[config.mk]
export PLATFORM = sky130hd
export DESIGN_NAME = constraint_sweep_driver
export DESIGN_NICKNAME = d
export VERILOG_FILES = /design/src/rtl/constraint_sweep_driver.sv
export SDC_FILE = /design/constraint.sdc
export NUM_CORES = 1
export LEC_CHECK = 0
export ABC_CLOCK_PERIOD_IN_PS = 7300
export CAP_MARGIN = 20
export CORE_MARGIN = 2
export CORE_UTILIZATION = 45
export CTS_BUF_LIST = sky130_fd_sc_hd__clkbuf_8
export CTS_CLUSTER_SIZE = 40
export DETAILED_ROUTE_END_ITERATION = 10
export PLACE_DENSITY = 0.84
export RECOVER_POWER = 50
export SYNTH_ARGS = -nofsm -noshare
export SYNTH_HDL_FRONTEND = slang
export SYNTH_SLANG_ARGS = --single-unit
[constraint.sdc]
create_clock -name clk -period 7.3 [get_ports clk]
set_input_delay 1.825 -clock clk [delete_from_list [all_inputs] [get_ports clk]]
set_output_delay 1.825 -clock clk [all_outputs]
set_load 0.02 [all_outputs]
[src/rtl/constraint_sweep_driver.sv]
`default_nettype none
// ============================================================================
// Module      : constraint_sweep_driver
// Description : Walks packed candidates (seed, seed+1, ...) into a
//               combinational constraint evaluator. Stops on the first
//               satisfying candidate, on an exhausted try budget, or on abort.
// Revision    : 1.0 - initial release
// ============================================================================
module constraint_sweep_driver #(
  parameter int CAND_W = 64,
  parameter int CNT_W  = 32
) (
  input  logic              clk,
  input  logic              rst,
  input  logic              start,
  input  logic              abort,
  input  logic [CAND_W-1:0] seed,
  input  logic [CNT_W-1:0]  max_tries,
  input  logic              sat,
  output logic [CAND_W-1:0] cand,
  output logic              cand_valid,
  output logic              busy,
  output logic              done,
  output logic              found,
  output logic [CAND_W-1:0] hit_cand,
  output logic [CNT_W-1:0]  tries
);

  localparam logic [1:0] ST_IDLE = 2'd0;
  localparam logic [1:0] ST_RUN  = 2'd1;
  localparam logic [1:0] ST_DONE = 2'd2;

  logic [1:0]        state_q,  state_d;
  logic [CAND_W-1:0] cand_q,   cand_d;
  logic [CAND_W-1:0] hit_q,    hit_d;
  logic [CNT_W-1:0]  tries_q,  tries_d;
  logic [CNT_W-1:0]  budget_q, budget_d;
  logic              found_q,  found_d;

  logic [CNT_W-1:0]  tries_inc;
  logic              last_try;

  // The try being evaluated this cycle is the last one the budget allows.
  assign tries_inc = tries_q + CNT_W'(1);
  assign last_try  = (tries_inc == budget_q);

  // State and datapath registers with synchronous reset.
  always_ff @(posedge clk) begin
    if (rst) begin
      state_q  <= ST_IDLE;
      cand_q   <= '0;
      hit_q    <= '0;
      tries_q  <= '0;
      budget_q <= '0;
      found_q  <= 1'b0;
    end else begin
      state_q  <= state_d;
      cand_q   <= cand_d;
      hit_q    <= hit_d;
      tries_q  <= tries_d;
      budget_q <= budget_d;
      found_q  <= found_d;
    end
  end

  // Next-state decision; a zero budget skips RUN entirely.
  always_comb begin
    state_d = state_q;
    case (state_q)
      ST_IDLE: begin
        if (start) begin
          state_d = (max_tries == '0) ? ST_DONE : ST_RUN;
        end
      end
      ST_RUN: begin
        if (sat || abort || last_try) begin
          state_d = ST_DONE;
        end
      end
      ST_DONE: state_d = ST_IDLE;
      default: state_d = ST_IDLE;
    endcase
  end

  // Datapath updates: sat outranks abort, abort outranks budget exhaustion.
  always_comb begin
    cand_d   = cand_q;
    hit_d    = hit_q;
    tries_d  = tries_q;
    budget_d = budget_q;
    found_d  = found_q;
    case (state_q)
      ST_IDLE: begin
        if (start) begin
          cand_d   = seed;
          budget_d = max_tries;
          tries_d  = '0;
          found_d  = 1'b0;
          hit_d    = '0;
        end
      end
      ST_RUN: begin
        if (sat) begin
          hit_d   = cand_q;
          found_d = 1'b1;
          tries_d = tries_inc;
        end else if (abort) begin
          found_d = 1'b0;
        end else if (last_try) begin
          tries_d = tries_inc;
        end else begin
          tries_d = tries_inc;
          cand_d  = cand_q + CAND_W'(1);
        end
      end
      default: ;
    endcase
  end

  // Status outputs decoded from the current state.
  always_comb begin
    cand_valid = (state_q == ST_RUN);
    busy       = (state_q == ST_RUN) || (state_q == ST_DONE);
    done       = (state_q == ST_DONE);
  end

  assign cand     = cand_q;
  assign hit_cand = hit_q;
  assign tries    = tries_q;
  assign found    = found_q;

endmodule
`default_nettype wire

Yosys cells after proc, flatten, opt, wreduce, memory -nomap -nowiden
Cells that the tools add are included.

Output and inout bits: 164. ROM bits: 0. Memories kept: 0. Latch bits: 0. Register bits: 195. RAM bits: 0.

$add $sub $neg: 2. Eq/ne operators: 11. Multiply operators: 0. Div/mod/pow operators: 0. Shift operators: 0. Reductions and logical operators: 12. Mux-type cells: 20. Order comparisons: 0. Bitwise logic cells: 0.

Operators with widths (count): two-way mux 64 bit (6); case mux 64 bit (2 select lines) (2); two-way mux 32 bit (3); adder 64 x 1 -> 64 bit (second input constant) (1); case mux 32 bit (2 select lines) (1); adder 32 x 1 -> 32 bit (second input constant) (1); equality test 32 bit (1); zero test 32 bit (1); inequality test 2 bit (second input constant) (5); AND reduction 3 bit (3); two-way mux 2 bit (3); inequality test 3 bit (second input constant) (2); AND reduction 5 bit (1); case mux 2 bit (2 select lines) (1); AND reduction 2 bit (2); logical OR 1 bit (3); two-way mux 1 bit (3); equality test 2 x 1 -> 1 bit (second input constant) (1); equality test 2 bit (second input constant) (1); zero test 2 bit (1); inequality test 2 x 1 -> 1 bit (second input constant) (1); case mux 1 bit (2 select lines) (1); nonzero test 2 bit (1).

Logic depth before layout (Yosys ltp)
Gate-level depths: netlist of the first run.

Word-level depth: 6. Depth in mapped cells: 14. Mapped depth without buffers: 10.

Least setup slack after synthesis of the first run
No wires, ideal clock.

Kind: input to register. Start: input start. End: register cand_q[51] (netlist: cand[51]). Buffers on the path: 1. Slack: 3880 ps. Arrival time: 3334 ps. Setup time: 86 ps. Stages: 8. Cell sequence: inv_1 -> nor2_1 -> a21oi_1 -> nor3_1 -> a21bo_1 -> buf_6 -> or3_1 -> a221oi_2.

Longest elaborated chain between the ends: 2.

Ends and longest elaborated chain: start, declared (RTL line 15) `input logic start,`; inequality test 2 bit (no line); AND reduction 5 bit (no line); end signal, assigned (RTL line 58) `cand_q <= cand_d;`; end, declared (RTL line 34) `logic [CAND_W-1:0] cand_q, cand_d;`.

Every way passes these cells. A chain may end at the register's enable or synchronous reset.

Final worst setup path of the first run
Start: input start. End: register tries_q[20] (netlist: tries[20]).

Longest elaborated chain between the ends: 2.

Ends and longest elaborated chain: inequality test 2 bit (no line); AND reduction 3 bit (no line); end signal, assigned (RTL line 60) `tries_q <= tries_d;`; end, declared (RTL line 36) `logic [CNT_W-1:0] tries_q, tries_d;`.

Every way passes these cells.

==> impl_results.html, run 1 <==
<table>
<tr><th>Metric</th><th>Value</th></tr>
<tr><th colspan="2">Drt</th></tr>
<tr><td>Routed length per instance</td><td>around 20 um</td></tr>
<tr><td>Count of vias placed by the detailed router</td><td>11400</td></tr>
<tr><td>Drt pass-1 iters</td><td>6</td></tr>
<tr><td>Initial detailed-routing violation count</td><td>about 1000</td></tr>
<tr><td>Post-route antenna net violation count</td><td>0</td></tr>
<tr><td>Vias per std cell</td><td>between 6 and 7</td></tr>
<tr><td>Drt total wl</td><td>36800 um</td></tr>
<tr><td>Residual DRC</td><td>0</td></tr>
<tr><th colspan="2">Floorplan</th></tr>
<tr><td>Number of placement rows</td><td>55</td></tr>
<tr><td>I/O pin count</td><td>around 270</td></tr>
<tr><td>Floorplan die width</td><td>156 um</td></tr>
<tr><td>Area enclosed by the die boundary</td><td>~0.024 mm2</td></tr>
<tr><td>Starting density of the core</td><td>46.1%</td></tr>
<tr><td>Die Y-Extent</td><td>156 um</td></tr>
<tr><td>Core region area</td><td>0.0227 mm2</td></tr>
<tr><th colspan="2">Layout</th></tr>
<tr><td>Number of fillers in the final layout</td><td>about 2000</td></tr>
<tr><td>Ratio of cells with drive above 1 in the final layout</td><td>~5.4%</td></tr>
<tr><td>Final non-filler cell area</td><td>0.0135 mm2</td></tr>
<tr><td>Count of placed standard cells in the final layout, fillers left out</td><td>roughly 1800</td></tr>
<tr><td>Area growth from synthesis to layout</td><td>28.9%</td></tr>
<tr><td>Total number of nets in the final design</td><td>~1600</td></tr>
<tr><td>Antenna diode instance count</td><td>0</td></tr>
<tr><th colspan="2">Placement</th></tr>
<tr><td>Placed cell area</td><td>0.0131 mm2</td></tr>
<tr><td>Count of input and output buffers</td><td>264</td></tr>
<tr><td>Final RePlAce weighted congestion</td><td>0.915</td></tr>
<tr><td>Count of placed standard cells including taps</td><td>1794</td></tr>
<tr><td>Worst slack, placed</td><td>2.53 ns</td></tr>
<tr><td>Total half-perimeter wirelength after legalization and detailed placement</td><td>25700 um</td></tr>
<tr><th colspan="2">GRT</th></tr>
<tr><td>Global-route wire length before repair</td><td>56900 um</td></tr>
<tr><td>Total routing usage reported by global routing</td><td>between 20% and 30%</td></tr>
<tr><td>Maximum number of pins on one net before global-route repair</td><td>just under 100</td></tr>
<tr><td>Via count of the first global-routing pass</td><td>10400</td></tr>
<tr><td>Initial antenna violation count</td><td>1</td></tr>
<tr><td>Total congestion overflow after global routing</td><td>0</td></tr>
<tr><th colspan="2">Worst setup path</th></tr>
<tr><td>Launch instance of the worst register-to-register path</td><td>tries[0]$_SDFFE_PP0P_</td></tr>
<tr><td>Crit-path max cell delay</td><td>1.09 ns</td></tr>
<tr><td>Series of cell instances along the critical path</td><td>dlygate4sd3_1, inv_1, nor2_2, clkbuf_1, a21oi_1, a21oi_1, buf_4, nand2_1, buf_4, or4_1, a21oi_1</td></tr>
<tr><td>Critical path class</td><td>primary input to register</td></tr>
<tr><td>Total stage count of the critical path</td><td>11</td></tr>
<tr><td>Worst endpoint data arrival time</td><td>5.62 ns</td></tr>
<tr><td>Max FO, Critical Path</td><td>34</td></tr>
<tr><td>Family with the most delay on the worst path</td><td>buffers and inverters</td></tr>
<tr><td>Element type at the critical path start</td><td>primary input</td></tr>
<tr><td>Setup slack of the most critical reg-to-reg path</td><td>2.69 ns</td></tr>
<tr><td>Worst path required time</td><td>between 7 and 8 ns</td></tr>
<tr><td>Library cell appearing most often on the critical path</td><td>sky130_fd_sc_hd__a21oi_1</td></tr>
<tr><td>Capture instance of the worst register-to-register path</td><td>cand[32]$_SDFFE_PP0P_</td></tr>
<tr><td>Number of cells on the worst reg-to-reg path</td><td>11</td></tr>
<tr><td>Capturing element type of the critical path</td><td>register</td></tr>
<tr><td>Critical Path Slowest Stage Cell</td><td>sky130_fd_sc_hd__clkbuf_1</td></tr>
<tr><td>Buf/Inv on CP</td><td>5</td></tr>
<tr><th colspan="2">STA</th></tr>
<tr><td>Slew Viols, Final</td><td>35</td></tr>
<tr><td>Unrepaired setup endpoints after global routing</td><td>false</td></tr>
<tr><td>Final Setup Violations</td><td>0</td></tr>
<tr><td>Share of the cycle needed by the critical path after routing</td><td>71.5%</td></tr>
<tr><td>Final Worst Setup Slack</td><td>between 2 and 2.5 ns</td></tr>
<tr><td>Fmax achieved</td><td>approximately 190 MHz</td></tr>
<tr><td>Slew @ Worst Pin</td><td>1.51 ns</td></tr>
<tr><td>Final worst path period need</td><td>approximately 5.2 ns</td></tr>
<tr><td>Worst-case clock skew</td><td>0.0258 ns</td></tr>
<tr><td>Hold violation count in the final report</td><td>0</td></tr>
<tr><td>Max-slew headroom at the worst pin</td><td>-0.523%</td></tr>
<tr><td>Post-route setup TNS</td><td>0 ns</td></tr>
<tr><th colspan="2">Yosys</th></tr>
<tr><td>Area share of the largest cell type after synthesis</td><td>between 30 and 40%</td></tr>
<tr><td>EDFF count, synth</td><td>0</td></tr>
<tr><td>Register area share after synthesis</td><td>37.3%</td></tr>
<tr><td>Number of register bits inferred by synthesis</td><td>195</td></tr>
<tr><td>Syn Nets</td><td>1453</td></tr>
<tr><td>Syn Inst Count</td><td>1347</td></tr>
<tr><td>Syn Std Cell Area</td><td>0.0105 mm2</td></tr>
<tr><td>Cell type contributing the most total cell area after synthesis</td><td>sky130_fd_sc_hd__dfxtp_1</td></tr>
<tr><td>Netlist cell types</td><td>83</td></tr>
<tr><td>Dominant register cell in the synthesized netlist</td><td>sky130_fd_sc_hd__dfxtp_1</td></tr>
<tr><td>Syn Area/Cell</td><td>slightly below 8 um2</td></tr>
<tr><td>Number of warning messages in the yosys log</td><td>0</td></tr>
<tr><td>Dominant cells by area after synthesis</td><td>sky130_fd_sc_hd__dfxtp_1, sky130_fd_sc_hd__nand2_1, sky130_fd_sc_hd__nor2_1</td></tr>
<tr><td>Synth async-reset ratio</td><td>0%</td></tr>
<tr><th colspan="2">Clock tree</th></tr>
<tr><td>Deepest level of the CTS H-tree</td><td>4</td></tr>
<tr><td>Clock transition at the registers of the reported paths</td><td>0.10 ns</td></tr>
<tr><td>Post-CTS Hold Buffers</td><td>0</td></tr>
<tr><td>Worst skew pair latency</td><td>0.49 ns</td></tr>
<tr><td>CTS tree</td><td>yes</td></tr>
<tr><td>Buffers inserted during post-CTS setup optimization</td><td>0</td></tr>
<tr><td>Largest buffer count on any clock path</td><td>2</td></tr>
<tr><td>Root cell of the clock tree</td><td>sky130_fd_sc_hd__clkbuf_8</td></tr>
<tr><td>Number of CTS-inserted buffers</td><td>17</td></tr>
<tr><td>Post-CTS sizing</td><td>0</td></tr>
<tr><td>Clock sinks</td><td>between 150 and 200</td></tr>
<tr><th colspan="2">Min path</th></tr>
<tr><td>Startpoint of the worst hold path</td><td>budget_q[24]$_SDFFE_PP0P_</td></tr>
<tr><td>Hold Path End</td><td>budget_q[24]$_SDFFE_PP0P_</td></tr>
<tr><td>Hold path depth</td><td>2</td></tr>
<tr><td>Hold Path Class</td><td>register to register</td></tr>
<tr><th colspan="2">Pwr</th></tr>
<tr><td>Total chip power</td><td>2.52 mW</td></tr>
<tr><td>Reg power frac</td><td>between 40% and 50%</td></tr>
<tr><td>Switch share</td><td>35.2%</td></tr>
<tr><td>Relative contribution of the clock network to total power</td><td>28.2%</td></tr>
<tr><td>Combinational group share of total power</td><td>23.1%</td></tr>
<tr><td>Worst supply voltage drop on vdd</td><td>133 uV</td></tr>
<tr><td>Internal cell power</td><td>~1.6 mW</td></tr>
<tr><td>Pwr per Cell Area</td><td>around 190 mW/mm2</td></tr>
<tr><td>P_sw</td><td>~0.89 mW</td></tr>
<tr><td>Static power due to leakage</td><td>4.92 nW</td></tr>
<tr><th colspan="2">Run status</th></tr>
<tr><td>Result of the run</td><td>complete, but fails checks</td></tr>
<tr><td>Violated checks</td><td>capacitance limit, slew limit</td></tr>
<tr><th colspan="2">Flow run</th></tr>
<tr><td>Count of maximum capacitance violations</td><td>1</td></tr>
</table>
==> how the worst max path moves through the flow <==
stage	start	slack, ns	endpoint
finish	start	2.08	tries[20]$_SDFFE_PP0P_
global placement	start	2.67	cand[32]$_SDFFE_PP0P_
floorplan	start	3.88	cand[51]$_SDFFE_PP0P_
CTS	tries[0]$_SDFFE_PP0P_	2.78	cand[32]$_SDFFE_PP0P_
global route	start	1.75	tries[20]$_SDFFE_PP0P_
detailed placement	start	2.53	cand[32]$_SDFFE_PP0P_
==> cells in the final DEF, fill, tap and decap left out, drive strengths merged, types with 7 or more instances in the layout <==
cell type and instances:
xnor2 19, a21oi 106, nand2 160, nor2b 7, xor2 14, a211oi 13
dfxtp 195, and3 20, inv 29, clkbuf 18, nor4 32, clkdlybuf4s50 118
o21ai 40, buf 15, a21o 9, nor3 63, o211ai 30, mux2i 9
or4 11, nor2 147, a31o 9, a31oi 10, and4 10, nand2b 7
a22oi 71, or3 9, dlygate4sd3 145, o31ai 36, and2 12, nand3 59
nand4 33
==> logic make-up after synthesis <==
logic type | after synthesis | share of synthesized area, %
buffers and inverters | 136 | 5.60
AND/OR/NAND/NOR | 582 | 27.5
multiplexers | 11 | 1.08
AO/OA/AOI/OAI | 385 | 25.1
XOR/XNOR | 33 | 2.76
adder cells (fa/ha/maj) | 5 | 0.598
flip-flops | 195 | 37.3
==> per-stage QoR <==
stage | hold slack, ns | util [%]
detailed placement | 0.460 | 57.6
global placement | 0.455 | 57.6
CTS | 0.473 | 59.3
finish | 0.470 | 59.4
floorplan | 0.445 | -
global route | 0.501 | 59.4
==> cell type report <==
class	count	area (um2)	share of cell area [%]
Clock buffer	17	234	1.74
Tap cell	285	357	2.64
Timing Repair Buffer	279	2760	20.5
Clock inverter	15	146	1.09
Inverter	21	80.1	0.594
Multi-Input combinational cell	1016	6000	44.5
Sequential cell	195	3900	28.9
==> per-layer routing <==
layer  routed length, um  up-vias  GRT usage, %
met2               17200      584          47.7
li1                    -     5335             -
met4                 964        2          10.1
met5                  13        -             0
met3                3600       78          7.28
met1               15000     5382          37.6
==> power groups by stage <==
stage	Combinational, mW	Clock (mW)	Sequential, mW
finish	0.582	0.712	1.23
global route	0.628	0.760	1.24
CTS	0.591	0.724	1.23
detailed placement	0.588	0	1.25
global placement	0.580	0	1.25
floorplan	0.299	0	1.27
==> worst reg2reg max path: cells and delay by family (launching register included) <==
family / cells / cell delay, ns
flip-flops: 1 / 0.53
buffers and inverters: 1 / 0.25
AND/OR/NAND/NOR: 6 / 2.75
AO/OA/AOI/OAI: 2 / 0.44
XOR/XNOR: 1 / 0.22
adder cells (fa/ha/maj): 1 / 0.37
==> state kept, by name (all words and copies together), names as in the netlist <==
name / flops
budget_q: 32
cand: 64
found: 1
hit_cand: 64
state_q: 2
tries: 32
==> synthesized netlist by cell type, types with 10 or more instances <==
| master | number |
|---|---|
| sky130_fd_sc_hd__xor2_1 | 14 |
| sky130_fd_sc_hd__and2_1 | 11 |
| sky130_fd_sc_hd__nor2_1 | 147 |
| sky130_fd_sc_hd__o31ai_1 | 36 |
| sky130_fd_sc_hd__a22oi_1 | 71 |
| sky130_fd_sc_hd__o21ai_0 | 40 |
| sky130_fd_sc_hd__and3_1 | 20 |
| sky130_fd_sc_hd__dfxtp_1 | 195 |
| sky130_fd_sc_hd__clkbuf_1 | 74 |
| sky130_fd_sc_hd__buf_2 | 25 |
| sky130_fd_sc_hd__inv_1 | 21 |
| sky130_fd_sc_hd__nand4_1 | 30 |
| sky130_fd_sc_hd__and4_1 | 10 |
| sky130_fd_sc_hd__o211ai_1 | 30 |
| sky130_fd_sc_hd__nor4_1 | 29 |
| sky130_fd_sc_hd__nor3_1 | 61 |
| sky130_fd_sc_hd__or4_1 | 10 |
| sky130_fd_sc_hd__nand2_1 | 159 |
| sky130_fd_sc_hd__a31oi_1 | 10 |
| sky130_fd_sc_hd__a21oi_1 | 106 |
| sky130_fd_sc_hd__xnor2_1 | 19 |
| sky130_fd_sc_hd__nand3_1 | 57 |
Note: power is estimated with default switching activity, not from simulation.
==> run 2, diff against run 1 <==
--- a/config.mk
+++ b/config.mk
@@ -5,14 +5,14 @@
 export SDC_FILE = /design/constraint.sdc
 export NUM_CORES = 1
 export LEC_CHECK = 0
-export ABC_CLOCK_PERIOD_IN_PS = 7300
+export ABC_CLOCK_PERIOD_IN_PS = 4800
 export CAP_MARGIN = 20
 export CORE_MARGIN = 2
 export CORE_UTILIZATION = 45
 export CTS_BUF_LIST = sky130_fd_sc_hd__clkbuf_8
 export CTS_CLUSTER_SIZE = 40
 export DETAILED_ROUTE_END_ITERATION = 10
-export PLACE_DENSITY = 0.84
+export PLACE_DENSITY = 0.87
 export RECOVER_POWER = 50
 export SYNTH_ARGS = -nofsm -noshare
 export SYNTH_HDL_FRONTEND = slang
==> constraint.sdc (replaced) <==
create_clock -name clk -period 4.8 [get_ports clk]
set_input_delay 1.2 -clock clk [delete_from_list [all_inputs] [get_ports clk]]
set_output_delay 1.2 -clock clk [all_outputs]
set_load 0.02 [all_outputs]
==> run 2 against run 1 <==
Effect of this change: the flow now finishes without violations; sequential cell count unchanged; total power increased by 52%; sequential power increased by 52%; count of clock-buffer cells in the layout increased by 1; via count increased by 0.51%; non-clock buffer count increased by 4; critical endpoint is now cand[12]$_SDFFE_PP0P_; largest power group unchanged; die area unchanged; critical path type unchanged; worst hold slack improved by 0.011 ns; clock skew decreased by 0.0078 ns; final area increased by 0.41%; combinational power increased by 58%; clock power increased by 49%.
==> impl_results.html, run 2 (same netlist as run 1, synthesis figures left out) <==
<table>
<tr><th>Metric</th><th>Value</th></tr>
<tr><th colspan="2">Layout</th></tr>
<tr><td>Most common library cell in the layout ignoring fill and taps</td><td>sky130_fd_sc_hd__dfxtp_1 (unchanged)</td></tr>
<tr><td>Ratio of cells with drive above 1 in the final layout</td><td>5.50% (was 5.38%)</td></tr>
<tr><td>Total number of nets in the final design</td><td>1640 (was 1636)</td></tr>
<tr><td>Core Util, Final</td><td>59.6% (was 59.4%)</td></tr>
<tr><td>Count of placed standard cells in the final layout, fillers left out</td><td>1830 (was 1828)</td></tr>
<tr><td>Area growth from synthesis to layout</td><td>29.4% (was 28.9%)</td></tr>
<tr><td>Antenna diode instance count</td><td>0 (unchanged)</td></tr>
<tr><td>Final non-filler cell area</td><td>0.0135 mm2 (about the same)</td></tr>
<tr><td>Top library cells by usage in the layout, fill and taps aside</td><td>sky130_fd_sc_hd__dfxtp_1, sky130_fd_sc_hd__nand2_1, sky130_fd_sc_hd__clkdlybuf4s50_1, sky130_fd_sc_hd__nor2_1, sky130_fd_sc_hd__dlygate4sd3_1 (was sky130_fd_sc_hd__dfxtp_1, sky130_fd_sc_hd__nand2_1, sky130_fd_sc_hd__dlygate4sd3_1, sky130_fd_sc_hd__nor2_1, sky130_fd_sc_hd__clkdlybuf4s50_1)</td></tr>
<tr><th colspan="2">Placement</th></tr>
<tr><td>Worst slack, placed</td><td>0.752 ns (was 2.53 ns)</td></tr>
<tr><td>Placed cell area</td><td>0.0132 mm2 (was 0.0131 mm2)</td></tr>
<tr><td>Count of input and output buffers</td><td>264 (unchanged)</td></tr>
<tr><td>Total half-perimeter wirelength after legalization and detailed placement</td><td>25900 um (was 25700 um)</td></tr>
<tr><td>Final RePlAce weighted congestion</td><td>0.934 (was 0.915)</td></tr>
<tr><td>Count of placed standard cells including taps</td><td>1800 (was 1794)</td></tr>
<tr><th colspan="2">Clock tree</th></tr>
<tr><td>Clock sinks</td><td>195 (unchanged)</td></tr>
<tr><td>Deepest level of the CTS H-tree</td><td>4 (unchanged)</td></tr>
<tr><td>Buffers inserted during post-CTS setup optimization</td><td>0 (unchanged)</td></tr>
<tr><td>Post-CTS Hold Buffers</td><td>0 (unchanged)</td></tr>
<tr><td>Worst skew pair latency</td><td>0.50 ns (was 0.49 ns)</td></tr>
<tr><td>CTS tree</td><td>yes (unchanged)</td></tr>
<tr><td>Largest buffer count on any clock path</td><td>2 (unchanged)</td></tr>
<tr><td>Clock transition at the registers of the reported paths</td><td>0.10 ns (about the same)</td></tr>
<tr><td>Post-CTS sizing</td><td>0 (unchanged)</td></tr>
<tr><td>Number of CTS-inserted buffers</td><td>17 (unchanged)</td></tr>
<tr><td>Root cell of the clock tree</td><td>sky130_fd_sc_hd__clkbuf_8 (unchanged)</td></tr>
<tr><th colspan="2">Run status</th></tr>
<tr><td>Result of the run</td><td>finished clean (was complete, but fails checks)</td></tr>
<tr><th colspan="2">STA</th></tr>
<tr><td>Worst-case clock skew</td><td>0.0179 ns (was 0.0258 ns)</td></tr>
<tr><td>Max-slew headroom at the worst pin</td><td>2.87% (was -0.523%)</td></tr>
<tr><td>Hold slack</td><td>0.481 ns (was 0.470 ns)</td></tr>
<tr><td>Final Setup Violations</td><td>0 (unchanged)</td></tr>
<tr><td>Fmax achieved</td><td>229 MHz</td></tr>
<tr><td>Post-route setup TNS</td><td>0 ns (unchanged)</td></tr>
<tr><td>Unrepaired setup endpoints after global routing</td><td>false (unchanged)</td></tr>
<tr><td>Hold violation count in the final report</td><td>0 (unchanged)</td></tr>
<tr><td>Final Worst Setup Slack</td><td>0.443 ns (was 2.08 ns)</td></tr>
<tr><td>Final worst path period need</td><td>4.36 ns</td></tr>
<tr><td>Slew @ Worst Pin</td><td>1.46 ns (was 1.51 ns)</td></tr>
<tr><td>Share of the cycle needed by the critical path after routing</td><td>90.8%</td></tr>
<tr><td>Slew Viols, Final</td><td>0 (was 35)</td></tr>
<tr><th colspan="2">Min path</th></tr>
<tr><td>Hold Path Class</td><td>register to register (unchanged)</td></tr>
<tr><td>Startpoint of the worst hold path</td><td>budget_q[19]$_SDFFE_PP0P_ (was budget_q[24]$_SDFFE_PP0P_)</td></tr>
<tr><td>Hold path depth</td><td>2 (unchanged)</td></tr>
<tr><th colspan="2">Worst setup path</th></tr>
<tr><td>Critical path class</td><td>primary input to register (unchanged)</td></tr>
<tr><td>Capturing element type of the critical path</td><td>register (unchanged)</td></tr>
<tr><td>Worst endpoint data arrival time</td><td>4.71 ns (was 5.62 ns)</td></tr>
<tr><td>Worst setup path startpoint</td><td>start (unchanged)</td></tr>
<tr><td>Worst path required time</td><td>5.15 ns (was 7.70 ns)</td></tr>
<tr><td>Max FO, Critical Path</td><td>33 (was 34)</td></tr>
<tr><td>Launch instance of the worst register-to-register path</td><td>state_q[1]$_SDFFE_PP0P_ (was tries[0]$_SDFFE_PP0P_)</td></tr>
<tr><td>Element type at the critical path start</td><td>primary input (unchanged)</td></tr>
<tr><td>Number of cells on the worst reg-to-reg path</td><td>9 (was 11)</td></tr>
<tr><th colspan="2">Pwr</th></tr>
<tr><td>Total chip power</td><td>3.84 mW (was 2.52 mW)</td></tr>
<tr><td>Static power due to leakage</td><td>4.82 nW (was 4.92 nW)</td></tr>
<tr><td>Worst supply voltage drop on vdd</td><td>164 uV (was 133 uV)</td></tr>
<tr><td>Pwr per Cell Area</td><td>284 mW/mm2 (was 187 mW/mm2)</td></tr>
<tr><th colspan="2">Floorplan</th></tr>
<tr><td>I/O pin count</td><td>265 (unchanged)</td></tr>
<tr><td>Core region area</td><td>0.0227 mm2 (unchanged)</td></tr>
<tr><td>Starting density of the core</td><td>46.1% (unchanged)</td></tr>
<tr><td>Floorplan die width</td><td>156 um (unchanged)</td></tr>
<tr><td>Area enclosed by the die boundary</td><td>0.0245 mm2 (unchanged)</td></tr>
<tr><td>Number of placement rows</td><td>55 (unchanged)</td></tr>
<tr><td>Die Y-Extent</td><td>156 um (unchanged)</td></tr>
<tr><th colspan="2">GRT</th></tr>
<tr><td>Via count of the first global-routing pass</td><td>10800 (was 10400)</td></tr>
<tr><td>Total congestion overflow after global routing</td><td>0 (unchanged)</td></tr>
<tr><td>Maximum number of pins on one net before global-route repair</td><td>107 (was 98)</td></tr>
<tr><td>Global-route wire length before repair</td><td>57800 um (was 56900 um)</td></tr>
<tr><td>Initial antenna violation count</td><td>1 (unchanged)</td></tr>
<tr><td>Total routing usage reported by global routing</td><td>29.7% (was 29.2%)</td></tr>
<tr><th colspan="2">Drt</th></tr>
<tr><td>Residual DRC</td><td>0 (unchanged)</td></tr>
<tr><td>Drt total wl</td><td>37000 um (was 36800 um)</td></tr>
<tr><td>Vias per std cell</td><td>6.25 (was 6.23)</td></tr>
<tr><td>Post-route antenna net violation count</td><td>0 (unchanged)</td></tr>
<tr><td>Drt pass-1 iters</td><td>7 (was 6)</td></tr>
<tr><td>Count of vias placed by the detailed router</td><td>11400 (about the same)</td></tr>
<tr><td>Routed length per instance</td><td>20.2 um (was 20.1 um)</td></tr>
<tr><td>Initial detailed-routing violation count</td><td>1206 (was 1014)</td></tr>
<tr><th colspan="2">Flow run</th></tr>
<tr><td>Count of maximum capacitance violations</td><td>0 (was 1)</td></tr>
</table>
-- run 2: cell count changes in the layout (fill, tap and decap cells not counted), moves of 2 or more --
cell and change:
sky130_fd_sc_hd__inv_1 -2, sky130_fd_sc_hd__inv_6 -3, sky130_fd_sc_hd__buf_4 +2, sky130_fd_sc_hd__inv_8 +2, sky130_fd_sc_hd__buf_12 +3, sky130_fd_sc_hd__dlygate4sd3_1 -38, sky130_fd_sc_hd__clkdlybuf4s50_1 +38
-- run 2: power by group --
group | internal (mW) | total [mW] | switching [mW]
combinational | 0.368 | 0.917 | 0.549
sequential | 1.71 | 1.87 | 0.155
clock | 0.392 | 1.06 | 0.667
-- run 2: critical path, cell delays in order --
cell and delay, ns:
sky130_fd_sc_hd__dlygate4sd3_1 0.65, sky130_fd_sc_hd__inv_1 0.12, sky130_fd_sc_hd__nor2_1 0.14, sky130_fd_sc_hd__clkbuf_1 1.07
sky130_fd_sc_hd__nand2_1 0.80, sky130_fd_sc_hd__nand2_2 0.55, sky130_fd_sc_hd__a221oi_1 0.16
-- run 2: final timing paths --
check                                                 end  slack [ns]
worst min register to register  budget_q[19]$_SDFFE_PP0P_        0.48
worst max register to register      cand[58]$_SDFFE_PP0P_        0.44
worst min-delay path            budget_q[19]$_SDFFE_PP0P_        0.48
worst max-delay path                cand[12]$_SDFFE_PP0P_        0.44
-- run 2: per-layer routing --
layer | vias to the layer above | track usage (%) | share of wire [%]
li1 | 5336 | - | -
met1 | 5411 | 37.1 | 40
met2 | 606 | 49.5 | 48
met3 | 84 | 7.84 | 10
met4 | 2 | 10.6 | 2.6
met5 | - | 0 | 0.035
-- run 2: layout make-up --
type | count | area [um2]
fill | 2043 | 9170
sequential | 195 | 3900
clock inverter | 12 | 123
tap | 285 | 357
clock buffer | 18 | 248
timing repair buffer | 283 | 2830
inverter | 21 | 80.1
multi-input combinational | 1016 | 6000
==> run 3, diff against run 2 <==
--- a/config.mk
+++ b/config.mk
@@ -5,14 +5,14 @@
 export SDC_FILE = /design/constraint.sdc
 export NUM_CORES = 1
 export LEC_CHECK = 0
-export ABC_CLOCK_PERIOD_IN_PS = 4800
 export CAP_MARGIN = 20
 export CORE_MARGIN = 2
-export CORE_UTILIZATION = 45
+export CORE_UTILIZATION = 46
 export CTS_BUF_LIST = sky130_fd_sc_hd__clkbuf_8
 export CTS_CLUSTER_SIZE = 40
 export DETAILED_ROUTE_END_ITERATION = 10
-export PLACE_DENSITY = 0.87
+export HOLD_SLACK_MARGIN = 0.15
+export PLACE_DENSITY = 0.89
 export RECOVER_POWER = 50
 export SYNTH_ARGS = -nofsm -noshare
 export SYNTH_HDL_FRONTEND = slang
==> run 3 against run 2 <==
Effect of this change: the run now ends with capacitance limit, slew limit left; fmax increased by 0.48%; combinational power decreased by 2%; largest cell class unchanged; clock power increased by 7%; sequential cell count unchanged; sequential power about the same; largest power group unchanged; worst setup slack improved by 0.021 ns; utilization increased by 0.69 points.
==> impl_results.html, run 3 (same netlist as run 1, synthesis figures left out) <==
<table>
<tr><th>Metric</th><th>Value</th></tr>
<tr><th colspan="2">GRT</th></tr>
<tr><td>Most heavily used metal layer in global routing</td><td>met2 (unchanged)</td></tr>
<tr><td>Initial antenna violation count</td><td>1 (unchanged)</td></tr>
<tr><td>Via count of the first global-routing pass</td><td>10900 (was 10800)</td></tr>
<tr><td>Total routing usage reported by global routing</td><td>30.2% (was 29.7%)</td></tr>
<tr><td>Met2 routing resource usage after global routing</td><td>50.0% (was 49.5%)</td></tr>
<tr><td>Global-route wire length before repair</td><td>58200 um (was 57800 um)</td></tr>
<tr><td>Maximum number of pins on one net before global-route repair</td><td>92 (was 107)</td></tr>
<tr><td>Global Route met3 Usage</td><td>7.40% (was 7.84%)</td></tr>
<tr><td>Total congestion overflow after global routing</td><td>0 (unchanged)</td></tr>
<tr><td>Grt met1 use</td><td>38.0% (was 37.1%)</td></tr>
<tr><th colspan="2">Clock tree</th></tr>
<tr><td>Clock transition at the registers of the reported paths</td><td>0.11 ns (was 0.10 ns)</td></tr>
<tr><td>Worst skew pair latency</td><td>0.50 ns (about the same)</td></tr>
<tr><td>Deepest level of the CTS H-tree</td><td>4 (unchanged)</td></tr>
<tr><td>CTS tree</td><td>yes (unchanged)</td></tr>
<tr><td>Root cell of the clock tree</td><td>sky130_fd_sc_hd__clkbuf_8 (unchanged)</td></tr>
<tr><td>Post-CTS sizing</td><td>0 (unchanged)</td></tr>
<tr><td>Clock sinks</td><td>195 (unchanged)</td></tr>
<tr><td>Post-CTS Hold Buffers</td><td>0 (unchanged)</td></tr>
<tr><td>Largest buffer count on any clock path</td><td>2 (unchanged)</td></tr>
<tr><td>Buffers inserted during post-CTS setup optimization</td><td>0 (unchanged)</td></tr>
<tr><td>Number of CTS-inserted buffers</td><td>17 (unchanged)</td></tr>
<tr><th colspan="2">STA</th></tr>
<tr><td>Max-slew headroom at the worst pin</td><td>-11.6% (was 2.87%)</td></tr>
<tr><td>Fmax achieved</td><td>231 MHz (was 229 MHz)</td></tr>
<tr><td>Final worst path period need</td><td>4.34 ns (was 4.36 ns)</td></tr>
<tr><td>Hold violation count in the final report</td><td>0 (unchanged)</td></tr>
<tr><td>Share of the cycle needed by the critical path after routing</td><td>90.3% (was 90.8%)</td></tr>
<tr><td>Slew @ Worst Pin</td><td>1.67 ns (was 1.46 ns)</td></tr>
<tr><td>Unrepaired setup endpoints after global routing</td><td>false (unchanged)</td></tr>
<tr><td>Slew Viols, Final</td><td>69 (was 0)</td></tr>
<tr><td>Worst-case clock skew</td><td>0.0213 ns (was 0.0179 ns)</td></tr>
<tr><td>Post-route setup TNS</td><td>0 ns (unchanged)</td></tr>
<tr><td>Final Setup Violations</td><td>0 (unchanged)</td></tr>
<tr><th colspan="2">Layout</th></tr>
<tr><td>Ratio of cells with drive above 1 in the final layout</td><td>5.75% (was 5.50%)</td></tr>
<tr><td>Number of fillers in the final layout</td><td>1955 (was 2043)</td></tr>
<tr><td>Most common library cell in the layout ignoring fill and taps</td><td>sky130_fd_sc_hd__dfxtp_1 (unchanged)</td></tr>
<tr><td>Core Util, Final</td><td>60.3% (was 59.6%)</td></tr>
<tr><td>Top library cells by usage in the layout, fill and taps aside</td><td>sky130_fd_sc_hd__dfxtp_1, sky130_fd_sc_hd__nand2_1, sky130_fd_sc_hd__nor2_1, sky130_fd_sc_hd__dlygate4sd3_1, sky130_fd_sc_hd__clkdlybuf4s50_1 (was sky130_fd_sc_hd__dfxtp_1, sky130_fd_sc_hd__nand2_1, sky130_fd_sc_hd__clkdlybuf4s50_1, sky130_fd_sc_hd__nor2_1, sky130_fd_sc_hd__dlygate4sd3_1)</td></tr>
<tr><td>Total number of nets in the final design</td><td>1642 (was 1640)</td></tr>
<tr><td>Area growth from synthesis to layout</td><td>29.7% (was 29.4%)</td></tr>
<tr><th colspan="2">Drt</th></tr>
<tr><td>Routed length per instance</td><td>20.3 um (was 20.2 um)</td></tr>
<tr><td>Drt total wl</td><td>37300 um (was 37000 um)</td></tr>
<tr><td>Initial detailed-routing violation count</td><td>1340 (was 1206)</td></tr>
<tr><td>Post-route antenna net violation count</td><td>0 (unchanged)</td></tr>
<tr><td>Vias per std cell</td><td>6.35 (was 6.25)</td></tr>
<tr><td>Count of vias placed by the detailed router</td><td>11700 (was 11400)</td></tr>
<tr><td>Drt pass-1 iters</td><td>6 (was 7)</td></tr>
<tr><td>Residual DRC</td><td>0 (unchanged)</td></tr>
<tr><th colspan="2">Worst setup path</th></tr>
<tr><td>Capturing element type of the critical path</td><td>register (unchanged)</td></tr>
<tr><td>Family with the most delay on the worst path</td><td>buffers and inverters (unchanged)</td></tr>
<tr><td>Buf/Inv on CP</td><td>3 (unchanged)</td></tr>
<tr><td>Series of cell instances along the critical path</td><td>clkdlybuf4s50_1, inv_1, nor2_2, clkbuf_1, nand2_1, nand2_2, a221oi_1 (was dlygate4sd3_1, inv_1, nor2_1, clkbuf_1, nand2_1, nand2_2, a221oi_1)</td></tr>
<tr><td>Critical path class</td><td>primary input to register (unchanged)</td></tr>
<tr><td>Worst endpoint data arrival time</td><td>4.68 ns (was 4.71 ns)</td></tr>
<tr><td>Worst path required time</td><td>5.14 ns (was 5.15 ns)</td></tr>
<tr><td>Total stage count of the critical path</td><td>7 (unchanged)</td></tr>
<tr><td>Crit-path max cell delay</td><td>1.13 ns (was 1.07 ns)</td></tr>
<tr><td>Number of cells on the worst reg-to-reg path</td><td>11 (was 9)</td></tr>
<tr><td>Element type at the critical path start</td><td>primary input (unchanged)</td></tr>
<tr><td>Max FO, Critical Path</td><td>33 (unchanged)</td></tr>
<tr><td>Critical Path Slowest Stage Cell</td><td>sky130_fd_sc_hd__clkbuf_1 (unchanged)</td></tr>
<tr><th colspan="2">Floorplan</th></tr>
<tr><td>Starting density of the core</td><td>46.5% (was 46.1%)</td></tr>
<tr><td>Number of placement rows</td><td>55 (unchanged)</td></tr>
<tr><td>I/O pin count</td><td>265 (unchanged)</td></tr>
<tr><td>Area enclosed by the die boundary</td><td>0.0240 mm2 (was 0.0245 mm2)</td></tr>
<tr><td>Die Y-Extent</td><td>155 um (was 156 um)</td></tr>
<tr><td>Floorplan die width</td><td>155 um (was 156 um)</td></tr>
<tr><td>Core region area</td><td>0.0225 mm2 (was 0.0227 mm2)</td></tr>
<tr><th colspan="2">Flow run</th></tr>
<tr><td>Count of maximum capacitance violations</td><td>2 (was 0)</td></tr>
<tr><th colspan="2">Placement</th></tr>
<tr><td>Count of input and output buffers</td><td>264 (unchanged)</td></tr>
<tr><td>Total half-perimeter wirelength after legalization and detailed placement</td><td>26400 um (was 25900 um)</td></tr>
<tr><td>Final RePlAce weighted congestion</td><td>0.934 (unchanged)</td></tr>
<tr><th colspan="2">Pwr</th></tr>
<tr><td>Pwr per Cell Area</td><td>288 mW/mm2 (was 284 mW/mm2)</td></tr>
<tr><td>Static power due to leakage</td><td>4.93 nW (was 4.82 nW)</td></tr>
<tr><td>Worst supply voltage drop on vdd</td><td>191 uV (was 164 uV)</td></tr>
<tr><th colspan="2">Min path</th></tr>
<tr><td>Hold Path Class</td><td>register to register (unchanged)</td></tr>
<tr><td>Hold path depth</td><td>2 (unchanged)</td></tr>
<tr><th colspan="2">Run status</th></tr>
<tr><td>Violated checks</td><td>capacitance limit, slew limit</td></tr>
<tr><td>Result of the run</td><td>complete, but fails checks (was finished clean)</td></tr>
</table>
-- run 3: worst min-delay path, stage by stage (launching register included) --
cell and delay [ns]:
sky130_fd_sc_hd__dfxtp_1 0.33, sky130_fd_sc_hd__nand2_1 0.06, sky130_fd_sc_hd__a21oi_1 0.05
-- run 3: metal layers --
layer | vias to the layer above | wire length [um]
met1 | 5530 | 14700
met4 | 0 | 1370
met2 | 681 | 17500
li1 | 5332 | -
met5 | - | 0
met3 | 107 | 3760
-- run 3: final cells by class --
| type | count | area, um2 | share of cell area [%] |
|---|---|---|---|
| well taps | 285 | 357 | 2.63 |
| repair buffers | 285 | 2820 | 20.8 |
| clock inverters | 12 | 136 | 1.00 |
| diodes | 1 | 2.50 | 0.0184 |
| clock buffers | 20 | 275 | 2.03 |
| inverters | 21 | 78.8 | 0.581 |
| multi-input cells | 1016 | 6000 | 44.2 |
| flip-flops and latches | 195 | 3900 | 28.8 |
-- run 3: per-stage QoR --
step / std cells / hold WS, ns / power, mW / setup slack (ns) / cell area (um2)
3_3_place_gp: 1802 / 0.455 / 2.79 / 1.10 / 13200
4_1_cts: 1834 / 0.478 / 3.92 / 0.947 / 13600
2_1_floorplan: 1347 / 0.445 / 2.38 / 1.45 / 10500
6_report: 1835 / 0.480 / 3.90 / 0.463 / 13600
3_5_place_dp: 1802 / 0.465 / 2.81 / 0.982 / 13200
5_1_grt: 1835 / 0.498 / 4.05 / 0.311 / 13600
-- run 3: worst paths after layout --
check,from,to,slack (ns)
max,start,cand[12]$_SDFFE_PP0P_,0.46
min,budget_q[20]$_SDFFE_PP0P_,budget_q[20]$_SDFFE_PP0P_,0.48
max reg2reg,tries[0]$_SDFFE_PP0P_,cand[61]$_SDFFE_PP0P_,0.85
min reg2reg,budget_q[20]$_SDFFE_PP0P_,budget_q[20]$_SDFFE_PP0P_,0.48
-- run 3: where the power goes --
group          internal, mW  leakage [nW]  switching (mW)
clock                 0.473         0.210           0.661
sequential             1.71          1.59           0.155
combinational         0.355          3.14           0.546
